**src/rtl/modulo_unit.sv**
```systemverilog
// rtl/modulo_unit.sv - restoring shift-subtract remainder engine, one quotient bit per clock
module modulo_unit #(
    parameter int WIDTH = 16
) (
    input  logic             clk,
    input  logic             rst,
    input  logic             start_i,
    input  logic [WIDTH-1:0] a_i,
    input  logic [WIDTH-1:0] b_i,
    output logic             ready_o,
    output logic [WIDTH-1:0] rem_o,
    output logic             div_zero_o,
    output logic             busy_o
);

    localparam int CW = $clog2(WIDTH + 1);

    typedef enum logic [1:0] {
        IDLE = 2'd0,
        CALC = 2'd1,
        DONE = 2'd2,
        HOLD = 2'd3
    } state_t;

    state_t state, state_nx;

    logic [WIDTH-1:0] q;
    logic [WIDTH-1:0] d;
    logic [WIDTH:0]   r;
    logic [WIDTH:0]   t;
    logic [WIDTH:0]   r_nx;
    logic [CW-1:0]    cnt;
    logic             last;
    logic             unused_r_msb;

    // Partial remainder always stays below d, so its top bit only matters inside t.
    assign t            = {r[WIDTH-1:0], q[WIDTH-1]};
    assign r_nx         = (t >= {1'b0, d}) ? (t - {1'b0, d}) : t;
    assign last         = (cnt == CW'(WIDTH - 1));
    assign unused_r_msb = r[WIDTH];

    assign ready_o = (state == DONE);
    assign busy_o  = (state == CALC);

    always_ff @(posedge clk) begin
        if (rst) begin
            state <= IDLE;
        end else begin
            state <= state_nx;
        end
    end

    always_comb begin
        state_nx = state;
        case (state)
            IDLE: begin
                if (start_i) begin
                    state_nx = (b_i == '0) ? DONE : CALC;
                end
            end
            CALC: begin
                if (!start_i) begin
                    state_nx = IDLE;
                end else if (last) begin
                    state_nx = DONE;
                end
            end
            DONE: begin
                state_nx = start_i ? HOLD : IDLE;
            end
            HOLD: begin
                if (!start_i) begin
                    state_nx = IDLE;
                end
            end
            default: state_nx = IDLE;
        endcase
    end

    always_ff @(posedge clk) begin
        if (rst) begin
            q          <= '0;
            d          <= '0;
            r          <= '0;
            cnt        <= '0;
            rem_o      <= '0;
            div_zero_o <= 1'b0;
        end else begin
            case (state)
                IDLE: begin
                    if (start_i) begin
                        q   <= a_i;
                        d   <= b_i;
                        r   <= '0;
                        cnt <= '0;
                        if (b_i == '0) begin
                            rem_o      <= a_i;
                            div_zero_o <= 1'b1;
                        end
                    end
                end
                CALC: begin
                    // A dropped request aborts without touching the published result.
                    if (start_i) begin
                        r   <= r_nx;
                        q   <= {q[WIDTH-2:0], 1'b0};
                        cnt <= cnt + CW'(1);
                        if (last) begin
                            rem_o      <= r_nx[WIDTH-1:0];
                            div_zero_o <= 1'b0;
                        end
                    end
                end
                default: ;
            endcase
        end
    end

endmodule

```
**config.mk**
```make
export PLATFORM = sky130hd
export DESIGN_NAME = modulo_unit
export DESIGN_NICKNAME = d
export VERILOG_FILES = /design/src/rtl/modulo_unit.sv
export SDC_FILE = /design/constraint.sdc
export NUM_CORES = 1
export LEC_CHECK = 0
export ABC_AREA = 0
export BUFFER_PORTS_ARGS = -buffer_cell sky130_fd_sc_hd__buf_2
export CORE_ASPECT_RATIO = 1.5
export CORE_MARGIN = 10
export CORE_UTILIZATION = 40
export DETAILED_ROUTE_END_ITERATION = 7
export GPL_ROUTABILITY_DRIVEN = 0
export SKIP_LAST_GASP = 1
export SLEW_MARGIN = 30
export SYNTH_ARGS = -nofsm -noshare
export SYNTH_HDL_FRONTEND = slang
export SYNTH_SLANG_ARGS = --single-unit
```
**constraint.sdc**
```tcl
create_clock -name clk -period 6 [get_ports clk]
set_clock_uncertainty 0.15 [all_clocks]
set_input_delay 0.3 -clock clk [delete_from_list [all_inputs] [get_ports clk]]
set_output_delay 0.3 -clock clk [all_outputs]
set_load 0.02 [all_outputs]
```
# ---- Word level (Yosys, flattened, before mapping)
# Cells that the tools add are included.
dict set report op_classes {
  addsub 2
  magnitude_cmp 1
  n_eq_ne 10
  n_mux 27
  reduce_logical 7
}
# cell count
set ops {}
lappend ops {{two-way mux 16 bit} 9}
lappend ops {{one-hot mux 16 bit (2 select lines)} 3}
lappend ops {{greater-or-equal comparator 17 x 16 -> 1 bit} 1}
lappend ops {{logical NOT 16 bit} 1}
lappend ops {{subtractor 16 bit} 1}
lappend ops {{two-way mux 2 bit} 6}
lappend ops {{two-way mux 5 bit} 2}
lappend ops {{one-hot mux 5 bit (2 select lines)} 1}
lappend ops {{inequality test 2 bit (second input constant)} 4}
lappend ops {{one-hot mux 2 bit (4 select lines)} 1}
lappend ops {{AND reduction 3 bit} 2}
lappend ops {{adder 5 x 1 -> 5 bit (second input constant)} 1}
lappend ops {{equality test 5 x 4 -> 1 bit (second input constant)} 1}
lappend ops {{AND reduction 5 bit} 1}
lappend ops {{equality test 2 bit (second input constant)} 2}
lappend ops {{two-way mux 1 bit} 4}
lappend ops {{inequality test 3 x 2 -> 1 bit (second input constant)} 1}
lappend ops {{equality test 2 x 1 -> 1 bit (second input constant)} 1}
lappend ops {{logical NOT 2 bit} 1}
lappend ops {{inequality test 2 x 1 -> 1 bit (second input constant)} 1}
lappend ops {{one-hot mux 1 bit (2 select lines)} 1}
lappend ops {{AND reduction 2 bit} 1}
lappend ops {{nonzero test 2 bit} 1}
dict set report totals {
  regBits 72
  input_bits 35
  out_inout_bits 19
}

# ---- Depth between registers and ports, before layout
# Gate-level depths: netlist of the first run.
dict set report depth {
  ltp_word 5
  mapped_depth 12
  depth_no_buf 11
}

# ---- Least setup slack after synthesis of the first run
# No wires, ideal clock.
dict set report synth_timing {
  path_kind {flip-flop to flip-flop}
  from {register d[6]}
  to {register rem_o[3]}
  setup_ns 0.135
  t_arrival_ns 2.079
  required_ns 5.715
  slack_ns 3.636
  stages_incl_launch_ff 11
  synth_period_minus_slack_ns 2.364
  path_cell_list {dfxtp_1 -> inv_1 -> ha_1 -> buf_2 -> a2111o_1 -> o211ai_2 -> a41oi_2 -> buf_6 -> buf_6 -> mux2i_1 -> o22ai_1}
}
dict set report synth_via {
  elab_chain_len 5
}
# item line_no
set synth_rtl {}
lappend synth_rtl {{start, declared} 28} ;# logic [WIDTH-1:0] d;
lappend synth_rtl {{start signal, assigned} 93} ;# d <= b_i;
lappend synth_rtl {{greater-or-equal comparator 17 x 16 -> 1 bit} 38} ;# assign r_nx = (t >= {1'b0, d}) ? (t - {1'b0, d}) : t;
lappend synth_rtl {{two-way mux 16 bit} 38}
lappend synth_rtl {{two-way mux 16 bit} 108} ;# if (last) begin
lappend synth_rtl {{two-way mux 16 bit} 104} ;# if (start_i) begin
lappend synth_rtl {{one-hot mux 16 bit (2 select lines)} 89} ;# case (state)
lappend synth_rtl {{end signal, assigned} 97} ;# rem_o <= a_i;
lappend synth_rtl {{end signal, assigned} 109} ;# rem_o <= r_nx[WIDTH-1:0];
lappend synth_rtl {{end, declared} 11} ;# output logic [WIDTH-1:0] rem_o,
# Every way passes these cells. The select of a mux whose other input is x is not followed.
# A chain may end at the register's enable or synchronous reset.

# ---- Final worst setup path of the first run
dict set report layout_timing {
  from {register d[9]}
  to {register rem_o[10]}
}
dict set report layout_via {
  elab_chain_len 5
  word_cells_on_any_way 6
}
# item line_no
set layout_rtl {}
lappend layout_rtl {{subtractor 16 bit or greater-or-equal comparator 17 x 16 -> 1 bit (tied branches)} 38}
lappend layout_rtl {{two-way mux 16 bit *} 38}
lappend layout_rtl {{two-way mux 16 bit *} 108}
lappend layout_rtl {{two-way mux 16 bit *} 104}
lappend layout_rtl {{one-hot mux 16 bit (2 select lines) *} 89}
# Every way passes the cells marked *; elsewhere a longest branch is shown, timed or not. The select of a mux whose other input is x is not followed.

==> results of run 1 <==
[synthesized netlist by cell type, drive strengths merged, types with 3 or more instances]
library cell / instances / share of area [%]
nand2b: 6 / 0.94
mux2i: 11 / 2.8
nand2: 102 / 9.6
a311oi: 15 / 3.3
nor4: 5 / 0.78
dfxtp: 72 / 36
o21a: 4 / 0.75
ha: 18 / 5.6
or3: 6 / 0.94
nor3b: 3 / 0.56
a21o: 6 / 1.1
a211o: 3 / 0.66
o211ai: 3 / 0.69
clkbuf: 20 / 1.9
a31oi: 10 / 1.6
xnor2: 5 / 1.1
buf: 12 / 1.8
nor2: 46 / 4.3
nor2b: 14 / 2.2
nand4: 3 / 0.47
inv: 25 / 2.3
a21oi: 39 / 4.9
nand3: 6 / 0.75
nor3: 6 / 0.75
xor2: 4 / 0.88
o22ai: 9 / 1.6
o21ai: 32 / 4.0
a211oi: 6 / 1.4
[registers in the layout, indices dropped and copies added, names as in the netlist]
register    cells
cnt             5
d              16
div_zero_o      1
q              16
r              16
rem_o          16
state           2
[metrics by stage]
stage | setup slack (ps) | util, % | power [mW]
3_5_place_dp | 3080 | 44.2 | 0.834
6_report | 3070 | 46.9 | 1.32
4_1_cts | 3070 | 46.9 | 1.33
3_3_place_gp | 2910 | 44.0 | 0.828
5_1_grt | 2870 | 46.9 | 1.38
2_1_floorplan | 3640 | - | 0.764
[where the power goes]
| part | total (mW) | internal, mW | switching (mW) |
|---|---|---|---|
| registers | 0.511 | 0.497 | 0.0133 |
| logic | 0.316 | 0.125 | 0.190 |
| clock network | 0.490 | 0.301 | 0.189 |
[worst register-to-register path: cells and delay by family (launching register included)]
| kind | cells | cell delay [ps] |
|---|---|---|
| simple gates | 3 | 620 |
| compound gates | 3 | 910 |
| fa+ha+maj | 1 | 410 |
| buf+inv | 1 | 50 |
| flops | 1 | 330 |
| mux | 1 | 320 |
[cell type report]
cell class	instances	area, µm²	share of cell area (%)
inverter	25	93.8	2.05
multi-input combinational	390	2340	51.1
clock buffer	15	268	5.85
tap	115	144	3.15
timing repair buffer	56	288	6.29
sequential	72	1440	31.5
[worst paths after layout]
| kind | startpoint | end | slack [ps] | cells past startpoint |
|---|---|---|---|---|
| worst max register to register | d[9] | rem_o[10] | 3070 | 9 |
| worst max-delay path | d[9] | rem_o[10] | 3070 | 9 |
| worst min register to register | d[2] | d[2] | 310 | 2 |
| worst min-delay path | b_i[15] | d[15] | 60 | 3 |
[metal layers]
layer / part of all wire, % / vias up / track usage, %
met3: 4.6 / 10 / 4.52
li1: - / 1906 / -
met2: 50 / 67 / 25.6
met4: 2.5 / 0 / 7.03
met5: 0 / - / 0
met1: 43 / 1724 / 16.6
[cells by family after synthesis]
kind of cell | Yosys count | share of synthesized area [%]
simple gates | 207 | 23.1
compound gates | 144 | 23.9
xor+xnor | 9 | 1.97
mux | 11 | 2.75
flops | 72 | 36.1
fa+ha+maj | 19 | 6.13
buf+inv | 57 | 6.07
==> flow_summary.ini, run 1 <==
[floorplan]
die_w_um = 102
fp-row-count = 44
dieArea_um2 = 14500
design.core.area_um2 = 9740
initial_utilization_pct = 41.0
die_y_um = 142
pin_count = 54

[setup_path]
crit_path_start_kind = flip-flop
critPathTopFamily = compound AO/OA/AOI/OAI gates
cp.arrival_ps = 2970
path_cells = inv_1, ha_1, nand4_1, nor2_1, o211ai_2, a41oi_4, mux2i_1, nand2b_1, a21oi_1
worst-path-buf-inv = 1
cp_slowest_stage_delay_ps = 670
crit_fanout = 18
endpoint_kind = flip-flop
crit_type = flip-flop to flip-flop
required_ps = 6040
cp_slowest_cell = a41oi_4

[route]
vias = 3707
drtIter0Drc = 146
drc_errors = 0
wl_um = 10800
ant_nets = 0
wl_per_cell_um = 16.0
detail_route.first_pass.iterations = 4
avgViaCountPerCell = 5.51

[global_route]
grt_pass1_vias = 3621
grt_max_degree = 62
grt_usage_pct = 15.1
grt_first_pass_wirelength_um = 17400
overflow = 0
antenna_found_initial = 0

[placed_design]
placed_area_um2 = 4300
placed_cells = 658
port_buffers = 53
dpl.hpwl_um = 8260

[clocking]
cts_made_buffers = 9
cts.sinks = 72
post_cts_resized = 0
cts_setup_buffers = 0
clk_pin_slew_worst_paths_ps = 60
insertion_delay_ps = 340
cts_hold_buf = 0
clock_path_buffers = 2
cts_tree = built
cts_max_level = 3
cts-root-buf = clkbuf_16

[power_and_ir_drop]
power.density_nw_per_um2 = 288
p_leak_nw = 1.87
worst_ir_drop_vdd_uv = 189

[logic_synthesis]
syn-num-nets = 573
async_reset_ff_share_pct = 0
syn-instance-count = 519
synth_seq_area_share_pct = 36.1
synth_cell_types = 55
netlist_area_um2 = 4000
synth_edf_count = 0
syn_area_per_cell_um2 = 7.70
yosys_register_bits = 72
ys.flop_type = dfxtp_1
yosys_warnings = 0

[sta]
finalHoldViolCount = 0
hold-worst-slack_ps = 63.6
max_freq_mhz = 342
finalSetupTns_ps = 0
fin_crit_sh_pct = 48.8
setup_viol = 0
slew_viol_final = 0
worst_pin_slew_ps = 708
relSlewSlack_pct = 52.7
fin_crit_ps = 2930
rsz0062_at_grt = no

[layout]
fin_nets = 608
fillers = 982
layout_commonest_cell = nand2_1
fin_cells = 673
syn_to_final_growth_pct = 14.4
fin_area_um2 = 4570
final_cell_mix = nand2_1, dfxtp_1, buf_2
drive_gt1_share_pct = 13.8
antenna_cells = 0

[outcome]
status = completed

[flow_run]
drv_cap = 0

[hold_path]
hold_path_class = input pin to flip-flop
Power figures use the tool's default switching activity.
==> inputs of run 2 (changes only) <==
Clock period 6 ns to 2.85 ns, I/O delays scaled along.
==> flow_summary.ini, run 2 (synthesis gave the netlist of run 1 again) <==
[layout]
antenna_cells = 0
final_cell_mix = nand2_1, dfxtp_1, buf_2
fin_cells = 711
drive_gt1_share_pct = 14.4
syn_to_final_growth_pct = 24.1
fillers = 927
multi_input_area_um2 = 2320
seq_area_um2 = 1440
layout_commonest_cell = nand2_1
fin_nets = 645

[setup_path]
crit_fanout = 9
cp.arrival_ps = 2790
crit_path_start_kind = flip-flop
crit_path_start = d[9]
ff2ff_setup_slack_ps = 170
required_ps = 2960
cp_slowest_stage_delay_ps = 510
critPathTopFamily = compound AO/OA/AOI/OAI gates
worst-path-buf-inv = 1
crit_type = flip-flop to flip-flop
r2r_start = d[9]
endpoint_kind = flip-flop
cp_slowest_cell = o21ai_0
path_cells = inv_1, ha_1, a21oi_1, o21ai_0, nor2_1, a211oi_1, mux2i_1, nand2b_1, a21oi_1
crit_top_cell = a21oi_1

[sta]
rsz0062_at_grt = no
setup_viol = 0
fin_crit_ps = 2680
finalSetupTns_ps = 0
fin_crit_sh_pct = 94.0
slew_viol_final = 0
max_freq_mhz = 373
relSlewSlack_pct = 56.7
worst_pin_slew_ps = 649
finalHoldViolCount = 0

[floorplan]
dieArea_um2 = 14500
design.core.area_um2 = 9740
initial_utilization_pct = 41.0
die_y_um = 142
pin_count = 54
fp-row-count = 44
die_w_um = 102

[route]
avgViaCountPerCell = 5.52
drc_errors = 0
detail_route.first_pass.iterations = 4
wl_um = 11300
wl_per_cell_um = 15.9
drtIter0Drc = 194
vias = 3925
ant_nets = 0

[global_route]
grt_first_pass_wirelength_um = 19500
grt_max_degree = 34
overflow = 0
grt_pass1_vias = 4069
antenna_found_initial = 0
grt_usage_pct = 16.6

[placed_design]
placed_cells = 664
port_buffers = 53
dpl.hpwl_um = 8510

[clocking]
cts_tree = built
cts.sinks = 72
insertion_delay_ps = 330
cts_made_buffers = 9
cts-root-buf = clkbuf_16
post_cts_resized = 0
cts_setup_buffers = 0
clock_path_buffers = 2
clk_pin_slew_worst_paths_ps = 60
cts_hold_buf = 31
cts_max_level = 3

[flow_run]
drv_cap = 0

[hold_path]
hold_start = b_i[12]
hold_path_class = input pin to flip-flop

[outcome]
status = completed

[power_and_ir_drop]
worst_ir_drop_vdd_uv = 376
p_leak_nw = 2.06
power.density_nw_per_um2 = 606
[run 2: routing by layer]
metal	wire, µm	GRT usage (%)	vias up
li1	-	-	1974
met1	4680	18.3	1830
met2	5730	28.9	94
met3	482	3.99	27
met4	433	8.24	0
met5	0	0	-
[run 2: path summary, 6_finish.rpt]
kind	to	cells past startpoint
worst max register to register	rem_o[11]	9
worst min register to register	d[15]	2
worst max-delay path	rem_o[11]	9
worst min-delay path	d[12]	3
[run 2: final cells by class]
type	count	share of cell area (%)
tap	115	2.90
sequential	72	29.0
inverter	25	1.89
clock inverter	6	1.66
multi-input combinational	390	46.7
clock buffer	10	4.82
timing repair buffer	93	13.0
[run 2: report_power, final]
group          internal, mW  switching, mW  total [mW]
logic                 0.303          0.413       0.716
registers              1.05         0.0262        1.07
clock network         0.785          0.435        1.22
[run 2: stage by stage]
step / setup WS (ps) / instance area, µm² / utilization [%] / power (mW) / hold slack, ps
after floorplan: 486 / 4000 / - / 1.61 / 128
after global placement: 301 / 4330 / 44.4 / 1.76 / 250
after detailed placement: 242 / 4330 / 44.4 / 1.77 / 256
after CTS: 212 / 4960 / 50.9 / 3.03 / 14.5
after global routing: 18.3 / 4960 / 50.9 / 3.16 / 4.56
final: 172 / 4960 / 50.9 / 3.01 / 2.33
[run 2: tightest hold or removal path: cells and delay by family]
family / cells / cell delay, ps
buf+inv: 1 / 110
compound gates: 1 / 80
simple gates: 1 / 100
